File: src/rtl/csi_param_decoder.sv
`default_nettype none
// ============================================================================
//  Module      : csi_param_decoder
//  Description : Parser for ANSI CSI escape sequences (ESC '[' params final).
//                Accumulates up to NPARAM decimal parameters of PW bits each
//                (saturating) and emits one registered command record per
//                completed sequence. Malformed sequences produce a one-cycle
//                seq_err_o pulse and leave the last command record untouched.
//  Config      : define CSI_PRIVATE_EN to accept a leading '?' after '['
//                and expose cmd_private_o.
//  Ports       : clk, rst          - clock, synchronous active-high reset
//                in_i, in_valid_i  - byte stream, consumed when valid
//                cmd_valid_o       - one-cycle pulse, new record valid
//                cmd_code_o        - final byte of the sequence
//                cmd_nparam_o      - number of parameter fields stored
//                cmd_params_o      - param i at [i*PW +: PW]
//                cmd_overflow_o    - saturation or too many fields
//                cmd_private_o     - '?' prefix seen (CSI_PRIVATE_EN only)
//                seq_err_o         - one-cycle pulse, sequence aborted
//                busy_o            - parser is inside a sequence
//  Revision    : 1.0 - initial release
// ============================================================================
module csi_param_decoder #(
    parameter int NPARAM = 2,
    parameter int PW     = 8
) (
    input  logic                         clk,
    input  logic                         rst,
    input  logic [7:0]                   in_i,
    input  logic                         in_valid_i,
    output logic                         cmd_valid_o,
    output logic [7:0]                   cmd_code_o,
    output logic [$clog2(NPARAM+1)-1:0]  cmd_nparam_o,
    output logic [NPARAM*PW-1:0]         cmd_params_o,
    output logic                         cmd_overflow_o,
`ifdef CSI_PRIVATE_EN
    output logic                         cmd_private_o,
`endif
    output logic                         seq_err_o,
    output logic                         busy_o
);

    localparam int IW = $clog2(NPARAM + 1);

    typedef enum logic [1:0] {
        S_IDLE  = 2'd0,
        S_ESC   = 2'd1,
        S_PARAM = 2'd2
    } state_t;

    state_t                 state_q, state_d;
    logic [PW-1:0]          acc_q [NPARAM];
    logic [PW-1:0]          acc_d [NPARAM];
    logic [IW-1:0]          idx_q, idx_d;
    logic                   seen_q, seen_d;     // any digit or ';' in this sequence
    logic                   ovf_q, ovf_d;

    logic                   cmd_valid_q, cmd_valid_d;
    logic [7:0]             cmd_code_q, cmd_code_d;
    logic [IW-1:0]          cmd_nparam_q, cmd_nparam_d;
    logic [NPARAM*PW-1:0]   cmd_params_q, cmd_params_d;
    logic                   cmd_ovf_q, cmd_ovf_d;
    logic                   seq_err_q, seq_err_d;
`ifdef CSI_PRIVATE_EN
    logic                   first_q, first_d;   // next PARAM byte is the first after '['
    logic                   priv_q, priv_d;
    logic                   cmd_priv_q, cmd_priv_d;
`endif

    // Byte classification
    logic w_is_digit, w_is_semi, w_is_final, w_is_esc;
    assign w_is_digit = (in_i >= 8'h30) && (in_i <= 8'h39);
    assign w_is_semi  = (in_i == 8'h3B);
    assign w_is_final = (in_i >= 8'h40) && (in_i <= 8'h7E);
    assign w_is_esc   = (in_i == 8'h1B);

    // acc*10 + digit, done as shifts at PW+4 bits; the result cannot exceed
    // 10*(2**PW-1)+9 < 2**(PW+4), so any set upper bit means saturation.
    logic [PW-1:0]   w_cur;
    logic [PW+3:0]   w_mul;
    logic            w_sat;
    logic [PW-1:0]   w_newval;

    always_comb begin
        w_cur = '0;
        for (int i = 0; i < NPARAM; i++) begin
            if (idx_q == IW'(i)) begin
                w_cur = acc_q[i];
            end
        end
    end

    assign w_mul    = ({4'b0000, w_cur} << 3) + ({4'b0000, w_cur} << 1)
                    + {{PW{1'b0}}, in_i[3:0]};
    assign w_sat    = |w_mul[PW+3:PW];
    assign w_newval = w_sat ? {PW{1'b1}} : w_mul[PW-1:0];

    // Sequential state
    always_ff @(posedge clk) begin
        if (rst) begin
            state_q      <= S_IDLE;
            for (int i = 0; i < NPARAM; i++) begin
                acc_q[i] <= '0;
            end
            idx_q        <= '0;
            seen_q       <= 1'b0;
            ovf_q        <= 1'b0;
            cmd_valid_q  <= 1'b0;
            cmd_code_q   <= '0;
            cmd_nparam_q <= '0;
            cmd_params_q <= '0;
            cmd_ovf_q    <= 1'b0;
            seq_err_q    <= 1'b0;
`ifdef CSI_PRIVATE_EN
            first_q      <= 1'b0;
            priv_q       <= 1'b0;
            cmd_priv_q   <= 1'b0;
`endif
        end else begin
            state_q      <= state_d;
            for (int i = 0; i < NPARAM; i++) begin
                acc_q[i] <= acc_d[i];
            end
            idx_q        <= idx_d;
            seen_q       <= seen_d;
            ovf_q        <= ovf_d;
            cmd_valid_q  <= cmd_valid_d;
            cmd_code_q   <= cmd_code_d;
            cmd_nparam_q <= cmd_nparam_d;
            cmd_params_q <= cmd_params_d;
            cmd_ovf_q    <= cmd_ovf_d;
            seq_err_q    <= seq_err_d;
`ifdef CSI_PRIVATE_EN
            first_q      <= first_d;
            priv_q       <= priv_d;
            cmd_priv_q   <= cmd_priv_d;
`endif
        end
    end

    // Next-state and record logic
    always_comb begin
        state_d      = state_q;
        for (int i = 0; i < NPARAM; i++) begin
            acc_d[i] = acc_q[i];
        end
        idx_d        = idx_q;
        seen_d       = seen_q;
        ovf_d        = ovf_q;
        cmd_valid_d  = 1'b0;
        cmd_code_d   = cmd_code_q;
        cmd_nparam_d = cmd_nparam_q;
        cmd_params_d = cmd_params_q;
        cmd_ovf_d    = cmd_ovf_q;
        seq_err_d    = 1'b0;
`ifdef CSI_PRIVATE_EN
        first_d      = first_q;
        priv_d       = priv_q;
        cmd_priv_d   = cmd_priv_q;
`endif

        if (in_valid_i) begin
            case (state_q)
                S_IDLE: begin
                    if (w_is_esc) begin
                        state_d = S_ESC;
                    end
                end

                S_ESC: begin
                    if (in_i == 8'h5B) begin
                        state_d = S_PARAM;
                        for (int i = 0; i < NPARAM; i++) begin
                            acc_d[i] = '0;
                        end
                        idx_d   = '0;
                        seen_d  = 1'b0;
                        ovf_d   = 1'b0;
`ifdef CSI_PRIVATE_EN
                        first_d = 1'b1;
                        priv_d  = 1'b0;
`endif
                    end else if (!w_is_esc) begin
                        state_d   = S_IDLE;
                        seq_err_d = 1'b1;
                    end
                end

                S_PARAM: begin
`ifdef CSI_PRIVATE_EN
                    first_d = 1'b0;
`endif
                    if (w_is_digit) begin
                        seen_d = 1'b1;
                        // Fields beyond NPARAM are silently dropped
                        if (idx_q < IW'(NPARAM)) begin
                            for (int i = 0; i < NPARAM; i++) begin
                                if (idx_q == IW'(i)) begin
                                    acc_d[i] = w_newval;
                                end
                            end
                            if (w_sat) begin
                                ovf_d = 1'b1;
                            end
                        end
                    end else if (w_is_semi) begin
                        seen_d = 1'b1;
                        // idx parks at NPARAM once the field budget is exhausted
                        if (idx_q < IW'(NPARAM - 1)) begin
                            idx_d = idx_q + 1'b1;
                        end else begin
                            idx_d = IW'(NPARAM);
                            ovf_d = 1'b1;
                        end
                    end else if (w_is_final) begin
                        state_d     = S_IDLE;
                        cmd_valid_d = 1'b1;
                        cmd_code_d  = in_i;
                        cmd_ovf_d   = ovf_q;
                        for (int i = 0; i < NPARAM; i++) begin
                            cmd_params_d[i*PW +: PW] = acc_q[i];
                        end
                        if (!seen_q) begin
                            cmd_nparam_d = '0;
                        end else if (idx_q >= IW'(NPARAM)) begin
                            cmd_nparam_d = IW'(NPARAM);
                        end else begin
                            cmd_nparam_d = idx_q + 1'b1;
                        end
`ifdef CSI_PRIVATE_EN
                        cmd_priv_d  = priv_q;
`endif
                    end else if (w_is_esc) begin
                        state_d   = S_ESC;
                        seq_err_d = 1'b1;
`ifdef CSI_PRIVATE_EN
                    end else if ((in_i == 8'h3F) && first_q) begin
                        priv_d    = 1'b1;
`endif
                    end else begin
                        state_d   = S_IDLE;
                        seq_err_d = 1'b1;
                    end
                end

                default: begin
                    state_d = S_IDLE;
                end
            endcase
        end
    end

    assign cmd_valid_o    = cmd_valid_q;
    assign cmd_code_o     = cmd_code_q;
    assign cmd_nparam_o   = cmd_nparam_q;
    assign cmd_params_o   = cmd_params_q;
    assign cmd_overflow_o = cmd_ovf_q;
    assign seq_err_o      = seq_err_q;
    assign busy_o         = (state_q != S_IDLE);
`ifdef CSI_PRIVATE_EN
    assign cmd_private_o  = cmd_priv_q;
`endif

endmodule
`default_nettype wire

File: config.mk
export PLATFORM = sky130hd
export DESIGN_NAME = csi_param_decoder
export DESIGN_NICKNAME = d
export VERILOG_FILES = /design/src/rtl/csi_param_decoder.sv
export SDC_FILE = /design/constraint.sdc
export NUM_CORES = 1
export LEC_CHECK = 0
export CORE_MARGIN = 2
export CORE_UTILIZATION = 54
export DETAILED_ROUTE_END_ITERATION = 7
export PLACE_DENSITY = 0.79
export SYNTH_ARGS = -nofsm -noshare
export SYNTH_HDL_FRONTEND = slang
export SYNTH_SLANG_ARGS = --single-unit
File: constraint.sdc
create_clock -name clk -period 3.9 [get_ports clk]
set_clock_uncertainty 0.05 [all_clocks]
set_input_delay 0.39 -clock clk [delete_from_list [all_inputs] [get_ports clk]]
set_output_delay 0.39 -clock clk [all_outputs]
set_load 0.05 [all_outputs]
==> metrics.md <==
| Metric | Value |
|---|---|
| Tcrit/Tclk final | 88.6% |
| Share of power burned in registers | 55.9% |
| Final Max Tran Viols | 0 |
| Max transition margin | 51.0% |
| Switching part of the total | 21.9% |
| Hpwl dp | 4.94 mm |
| CP required | 4030 ps |
| Drt first pass iters | 4 |
| Leak | 1.25 nW |
| Residual DRC | 0 |
| Critical Path, Cell by Cell | mux2i_1 -> or2_2 -> fa_1 -> fa_1 -> nor2b_1 -> o2111ai_2 -> a21oi_1 -> o21ai_0 -> a211oi_4 -> buf_12 -> a221oi_1 |
| P per Cell Area | 269 nW/um^2 |
| Internal | 0.000727 W |
| Yosys Warn Count | 0 |
| Die area | 5890 um^2 |
| DRT Wirelength | 6.82 mm |
| Critical Path Fanout Max | 14 |
| CP arrival | 3590 ps |
| Slowest cell on the critical path | dfxtp_1 |
| Least-Margin Pin Slew | 733 ps |
| Cells after synthesis | 316 |
| Final Util | 67.8% |
| Tmin final | 3460 ps |
| R2R cell count | 11 |
| Mux share of post-synthesis cell area | 11.2% |
| Fmax | 0.289 GHz |
| Area contributors post-synth | dfxtp_1 36%, mux2i_1 11%, ha_1 8.3%, nor2_1 5.3%, a21oi_1 2.6% |
| Clk pin slew, worst setup/hold paths | 90 ps |
| Core Area | 5110 um^2 |
| TritonCTS clock tree | built |
| Starting Density | 56.0% |
| WHS Path Cells | 2 |
| Endpoints failing hold | 0 |
| Number of antenna diodes | 0 |
| Startpoint types | flop |
| Antenna violation net count after detailed routing | 0 |
| Largest net degree at the start of global routing | 31 |
| Min-Delay Path Class | reg -> reg |
| Setup tns final | 0 ps |
| Setup-failing EPs final | 0 |
| Post-Synth Adder-Cell Area | 9.72% |
| Flops & latches, synth | 51 |
| Post-synthesis sequential area ratio | 35.7% |
| CTS Hold Bufs | 0 |
| Die width | 76.7 um |
| Cell variety after synth | 61 |
| Worst path max stage delay | 540 ps |
| Setup Buffers After CTS | 0 |
| Synth area leader | dfxtp_1 |
| Combinational family with the most area after synthesis | compound AO/OA/AOI/OAI gates |
| Critical Path Most Common Cell | fa_1 |
| Most frequent cells in the layout | 51 x dfxtp_1, 40 x nor2_1, 40 x clkdlybuf4s50_1 |
| Clk Latency, worst-skew pair | 310 ps |
| Hold slack | 423 ps |
| Final Net Count | 386 |
| CTS Sinks | 51 |
| DR vias/cell | 5.91 |
| Global routing usage on met1 | 31.5% |
| Compound-gate portion of the synthesized area | 18.9% |
| Routability cong. | 0.829 |
| Top cell type's share of synthesized area | 35.7% |
| Syn nets | 348 |
| Post-synth ARST share | 0% |
| Share of layout cells above drive strength 1 | 7.61% |
| Top Ports | 41 |
| Status | finished clean |
| Xor and xnor area share after synthesis | 1.53% |
| Inserted Clock Buffers | 5 |
| Initial antenna violation count | 0 |
| All-layer global routing usage | 24.3% |
| Resized cells post-CTS | 0 |
| Area of the multi-input gates | 1720 um^2 |
| # fillers | 433 |
| Met2 global-route usage | 41.2% |
| Clock root cell | clkbuf_8 |
| Rows | 26 |
| Register area | 1020 um^2 |
| Simple-Gate Fraction of Synth Area | 18.7% |
| Clock network power share | 39.6% |
| WL per Instance | 16.0 um |
| Die Y | 76.7 um |
| Number of global-route vias before repair | 2,461 |
| Synthesized area per cell | 9.04 um^2 |
| Area added between synthesis and finish | 21.1% |
| GRT Max-Usage Layer | met2 |
| First-pass GRT wire length | 11.7 mm |
| PortBufs | 40 |
| Synth Flop Type | dfxtp_1 |
| Max_cap viols | 0 |
| Combinational power share | 4.5% |
| Vias | 2,511 |
| DRT iter0 DRCs | 188 |
| Met3 Usage GRT | 3.76% |
| Peak supply drop | 0.000215 V |
| Commonest non-fill, non-tap cell in the layout | dfxtp_1 |
| Critical Path Sink Type | flop |
| Longest Clk Path Bufs | 2 |
| Grt ovf | 0 |
| RSZ-0062 raised after global routing | no |
| Psw | 0.000204 W |
| Post-synth EDFFs | 0 |
| Mapped Area | 2860 um^2 |
| Setup CP Type | reg -> reg |
| H-tree levels | 2 |
cells in the mapped netlist, drive strengths merged (2+ instances only):
cell     count
a211oi       2
a21boi       2
a21o         6
a21oi       16
a221oi       7
a31oi       10
and3         2
buf          8
clkbuf       8
dfxtp       51
fa           2
ha          19
inv         12
mux2i       32
nand2       20
nand2b       4
nand3        6
nand3b       2
nand4        3
nor2        40
nor2b        6
nor3         7
nor3b        2
o2111ai      2
o21a         2
o21ai       15
or2          2
or3          3
xnor2        4
worst max-delay path, delay by kind of cell, from the launching register on:
family                     cells  cell delay [ps]
muxes                          1              120
DFF                            1              540
and+or+nand+nor                2              520
adders and majority gates      2              980
AOI/OAI and AO/OA              5              950
buffers and inverters          1              180
power groups by stage:
stage / Clock, W / Combinational, W / Sequential (W)
2_1_floorplan: 0 / 0.0000199 / 0.000533
3_5_place_dp: 0 / 0.0000412 / 0.000533
3_3_place_gp: 0 / 0.0000408 / 0.000533
4_1_cts: 0.000371 / 0.0000414 / 0.000520
6_report: 0.000368 / 0.0000420 / 0.000520
5_1_grt: 0.000392 / 0.0000457 / 0.000521
final timing paths:
kind                   startpoint               to  slack [ps]
hold reg to reg   cmd_nparam_o[0]  cmd_nparam_o[0]         420
setup / recovery         idx_q[0]      acc_q[0][4]         440
setup reg to reg         idx_q[0]      acc_q[0][4]         440
hold / removal    cmd_nparam_o[0]  cmd_nparam_o[0]         420
cell type report:
cell class,instances,area share (%)
well taps,70,2.53
inverters,12,1.30
flip-flops and latches,51,29.5
clock inverters,3,1.26
clock buffers,5,1.99
repair buffers,47,13.8
multi-input cells,237,49.6
routing by layer:
layer	routed length, um	part of all wire (%)
met5	0	0
met4	133	2.0
met3	363	5.3
met2	3240	48
met1	3080	45
registers in the layout, indices dropped and copies added (netlist names):
signal,cells
acc_q,16
cmd_code_o,8
cmd_nparam_o,2
cmd_overflow_o,1
cmd_params_o,16
cmd_valid_o,1
idx_q,2
ovf_q,1
seen_q,1
seq_err_o,1
state_q,2
logic make-up (layout without fill, tap and decap cells):
| family | count (synthesis) | after routing |
|---|---|---|
| buffers and inverters | 28 | 67 |
| xor gates and xnor gates | 5 | 5 |
| DFF | 51 | 51 |
| and+or+nand+nor | 104 | 104 |
| AOI/OAI and AO/OA | 75 | 75 |
| adders and majority gates | 21 | 21 |
| muxes | 32 | 32 |
per-stage QoR:
| stage | setup slack, ps | cell area [um^2] | std cells | power [W] |
|---|---|---|---|---|
| detailed placement | 282 | 3350 | 417 | 0.000574 |
| CTS | 453 | 3460 | 425 | 0.000933 |
| global route | 248 | 3460 | 425 | 0.000959 |
| finish | 444 | 3460 | 425 | 0.000931 |
| global placement | 367 | 3350 | 417 | 0.000573 |
| floorplan | 366 | 2860 | 316 | 0.000552 |
Note: power is estimated with default switching activity, not from simulation.
==> patch, RTL diff (same flow settings) <==
Encoding of `state_t`: now one-hot (3 bits for 3 states).
--- a/src/rtl/csi_param_decoder.sv
+++ b/src/rtl/csi_param_decoder.sv
@@ -43,8 +43,8 @@
     localparam int IW = $clog2(NPARAM + 1);
 
-    typedef enum logic [1:0] {
-        S_IDLE  = 2'd0,
-        S_ESC   = 2'd1,
-        S_PARAM = 2'd2
+    typedef enum logic [2:0] {
+        S_IDLE  = 3'b001,
+        S_ESC   = 3'b010,
+        S_PARAM = 3'b100
     } state_t;
 
Formal check against the unedited RTL: no difference found for any inputs over 4 cycles, from zero or initial values and one cycle with rst high; so few cycles prove little.
==> patch against the original RTL <==
  * Sequential cell count increased by 1
  * Total power is 5.6% lower
  * Routed wire length down 2.1%
  * Cell area shrank 2.3%
  * Via count grew 5.1%
  * First-iteration DRC count shrank 18%
  * Area after synthesis decreased by 1.1%
  * Core utilization decreased by 1.1 points
  * Critical path type unchanged
  * Worst setup slack got worse by 0.12 ns
  * Largest cell class unchanged
  * Clock power is 18% lower
==> patch: results (changes against the original RTL) <==
status=completed; Endpoint, Worst Hold=acc_q[0][6]$_SDFFE_PP0P_; met3 track demand over resource in global routing=3.67% (-0.092 points); leading post-synthesis cells by instance count=81 x sky130_fd_sc_hd__nand2_1, 52 x sky130_fd_sc_hd__dfxtp_1, 35 x sky130_fd_sc_hd__a21oi_1, 21 x sky130_fd_sc_hd__nor2_1, 15 x sky130_fd_sc_hd__ha_1; drt via density=5.74 (-2.9%); number of global-route vias before repair=2,434 (-1.1%); worst hold path startpoint=acc_q[0][6]$_SDFFE_PP0P_; clock edge transition at the registers on the reported setup and hold paths=around 0.10 ns; peak supply drop=123 uV (-43%); Reg2Reg Setup Slack=0.33 ns (-0.12 ns); hpwl dp=5.14 mm (+4.1%); number of DRC markers in iteration 0=155 (-18%); transition time of the tightest slew-check pin=0.852 ns (+0.119 ns); leading cell type by number of instances after synthesis=sky130_fd_sc_hd__nand2_1; met1 track utilization from global routing=33.5% (+2.0 points); CTS tree=built; highest routed metal layer=met4; synth unique cells=59 (-3.3%); number of cells on the worst reg-to-reg path=13 (+2); global-route wire length before repair=11.4 mm (-2.4%); share of final-layout standard cells stronger than drive strength 1=6.15% (-1.5 points); first-pass iteration count of the detailed router=4 (unchanged); CP max FO=10 (-4); buffer levels on the longest clock path=2 (unchanged); async set-reset flop share out of synthesis=0% (unchanged); pin count of the biggest net entering global routing=27 (-13%); total routing resource utilization after global routing=23.9% (-0.46 points); average wire per cell in the routed design=14.5 um (-9.5%); CTS buffer count=5 (unchanged); routability cong.=0.914 (+10%); Static Leak=1.28 nW (+1.9%); Routed met3 length=294 um (-19%); Nets=417 (+8.0%); end of the worst register-to-register path=acc_q[0][3]$_SDFFE_PP0P_; met2 wire len=3.04 mm (-6.4%); met2 usage in global routing=37.6% (-3.6 points); clock latency on the worst-skew pair=approximately 0.30 ns; Syn Nets=380 (+9.2%); number of filler instances in the final layout=454 (+4.8%); routed length on met1=3.27 mm (+6.4%); top area cells in the synthesized netlist=sky130_fd_sc_hd__dfxtp_1 37%, sky130_fd_sc_hd__nand2_1 11%, sky130_fd_sc_hd__ha_1 6.6%, sky130_fd_sc_hd__a21oi_1 6.2%, sky130_fd_sc_hd__mux2i_1 2.8%; data arrival at the endpoint of the critical path=3.71 ns (+0.12 ns); sequential fraction of the synthesis area=36.8% (+1.1 points)
-- patch: cell type report --
| class | count | area [um^2] | area share, % |
|---|---|---|---|
| clock buffers | 6 | 72.6 | 2.15 |
| clock inverters | 2 | 16.3 | 0.481 |
| inverters | 7 | 26.3 | 0.777 |
| multi-input cells | 276 | 1690 | 49.8 |
| flip-flops and latches | 52 | 1040 | 30.8 |
| well taps | 70 | 87.6 | 2.59 |
| repair buffers | 47 | 453 | 13.4 |
-- patch: worst max-delay path, cell delays in order, from the launching register on --
cell and delay [ns]:
sky130_fd_sc_hd__dfxtp_1 0.50, sky130_fd_sc_hd__buf_4 0.23, sky130_fd_sc_hd__mux2i_1 0.22, sky130_fd_sc_hd__nor2_1 0.08
sky130_fd_sc_hd__ha_1 0.28, sky130_fd_sc_hd__ha_1 0.17, sky130_fd_sc_hd__inv_1 0.06, sky130_fd_sc_hd__fa_1 0.40
sky130_fd_sc_hd__nor2b_1 0.17, sky130_fd_sc_hd__o31ai_1 0.13, sky130_fd_sc_hd__nor4_1 0.32, sky130_fd_sc_hd__a21oi_2 0.19
sky130_fd_sc_hd__or3b_1 0.40, sky130_fd_sc_hd__a32o_1 0.25
-- patch: worst max path at each step --
stage	end	slack, ns
2_1_floorplan	acc_q[0][3]$_SDFFE_PP0P_	0.32
3_3_place_gp	acc_q[0][3]$_SDFFE_PP0P_	0.32
3_5_place_dp	acc_q[0][3]$_SDFFE_PP0P_	0.23
4_1_cts	acc_q[0][3]$_SDFFE_PP0P_	0.37
5_1_grt	acc_q[0][3]$_SDFFE_PP0P_	0.04
6_report	acc_q[0][3]$_SDFFE_PP0P_	0.33
-- patch: repair_timing --
action | in CTS | in global routing
setup buffers | 0 | 0
gates resized for setup | 0 | 1
endpoints found under the setup margin | 0 | 2
-- patch: stage by stage --
step / power (mW) / worst slack (ns) / hold WS [ns] / cells / area, um^2
final: 0.879 / 0.328 / 0.408 / 460 / 3380
after global routing: 0.912 / 0.0360 / 0.434 / 460 / 3380
after CTS: 0.881 / 0.374 / 0.409 / 460 / 3380
after detailed placement: 0.587 / 0.230 / 0.396 / 452 / 3290
after global placement: 0.586 / 0.322 / 0.393 / 452 / 3290
after floorplan: 0.564 / 0.324 / 0.381 / 352 / 2830
-- patch: cell families (layout without fill, tap and decap cells) --
family	count (synthesis)	count (layout)	share of synthesized area (%)
multiplexers	8	8	2.83
XOR/XNOR	4	4	1.24
AND/OR/NAND/NOR	162	162	28.1
AO/OA/AOI/OAI	85	85	19.2
adder cells (fa/ha/maj)	17	17	8.06
buffers and inverters	24	62	3.72
flip-flops	52	52	36.8
-- patch: power by group --
part / internal, mW / switching (mW)
Clock: 0.128 / 0.175
Sequential: 0.530 / 0.000135
Combinational: 0.0182 / 0.0266
Total: 0.677 / 0.202
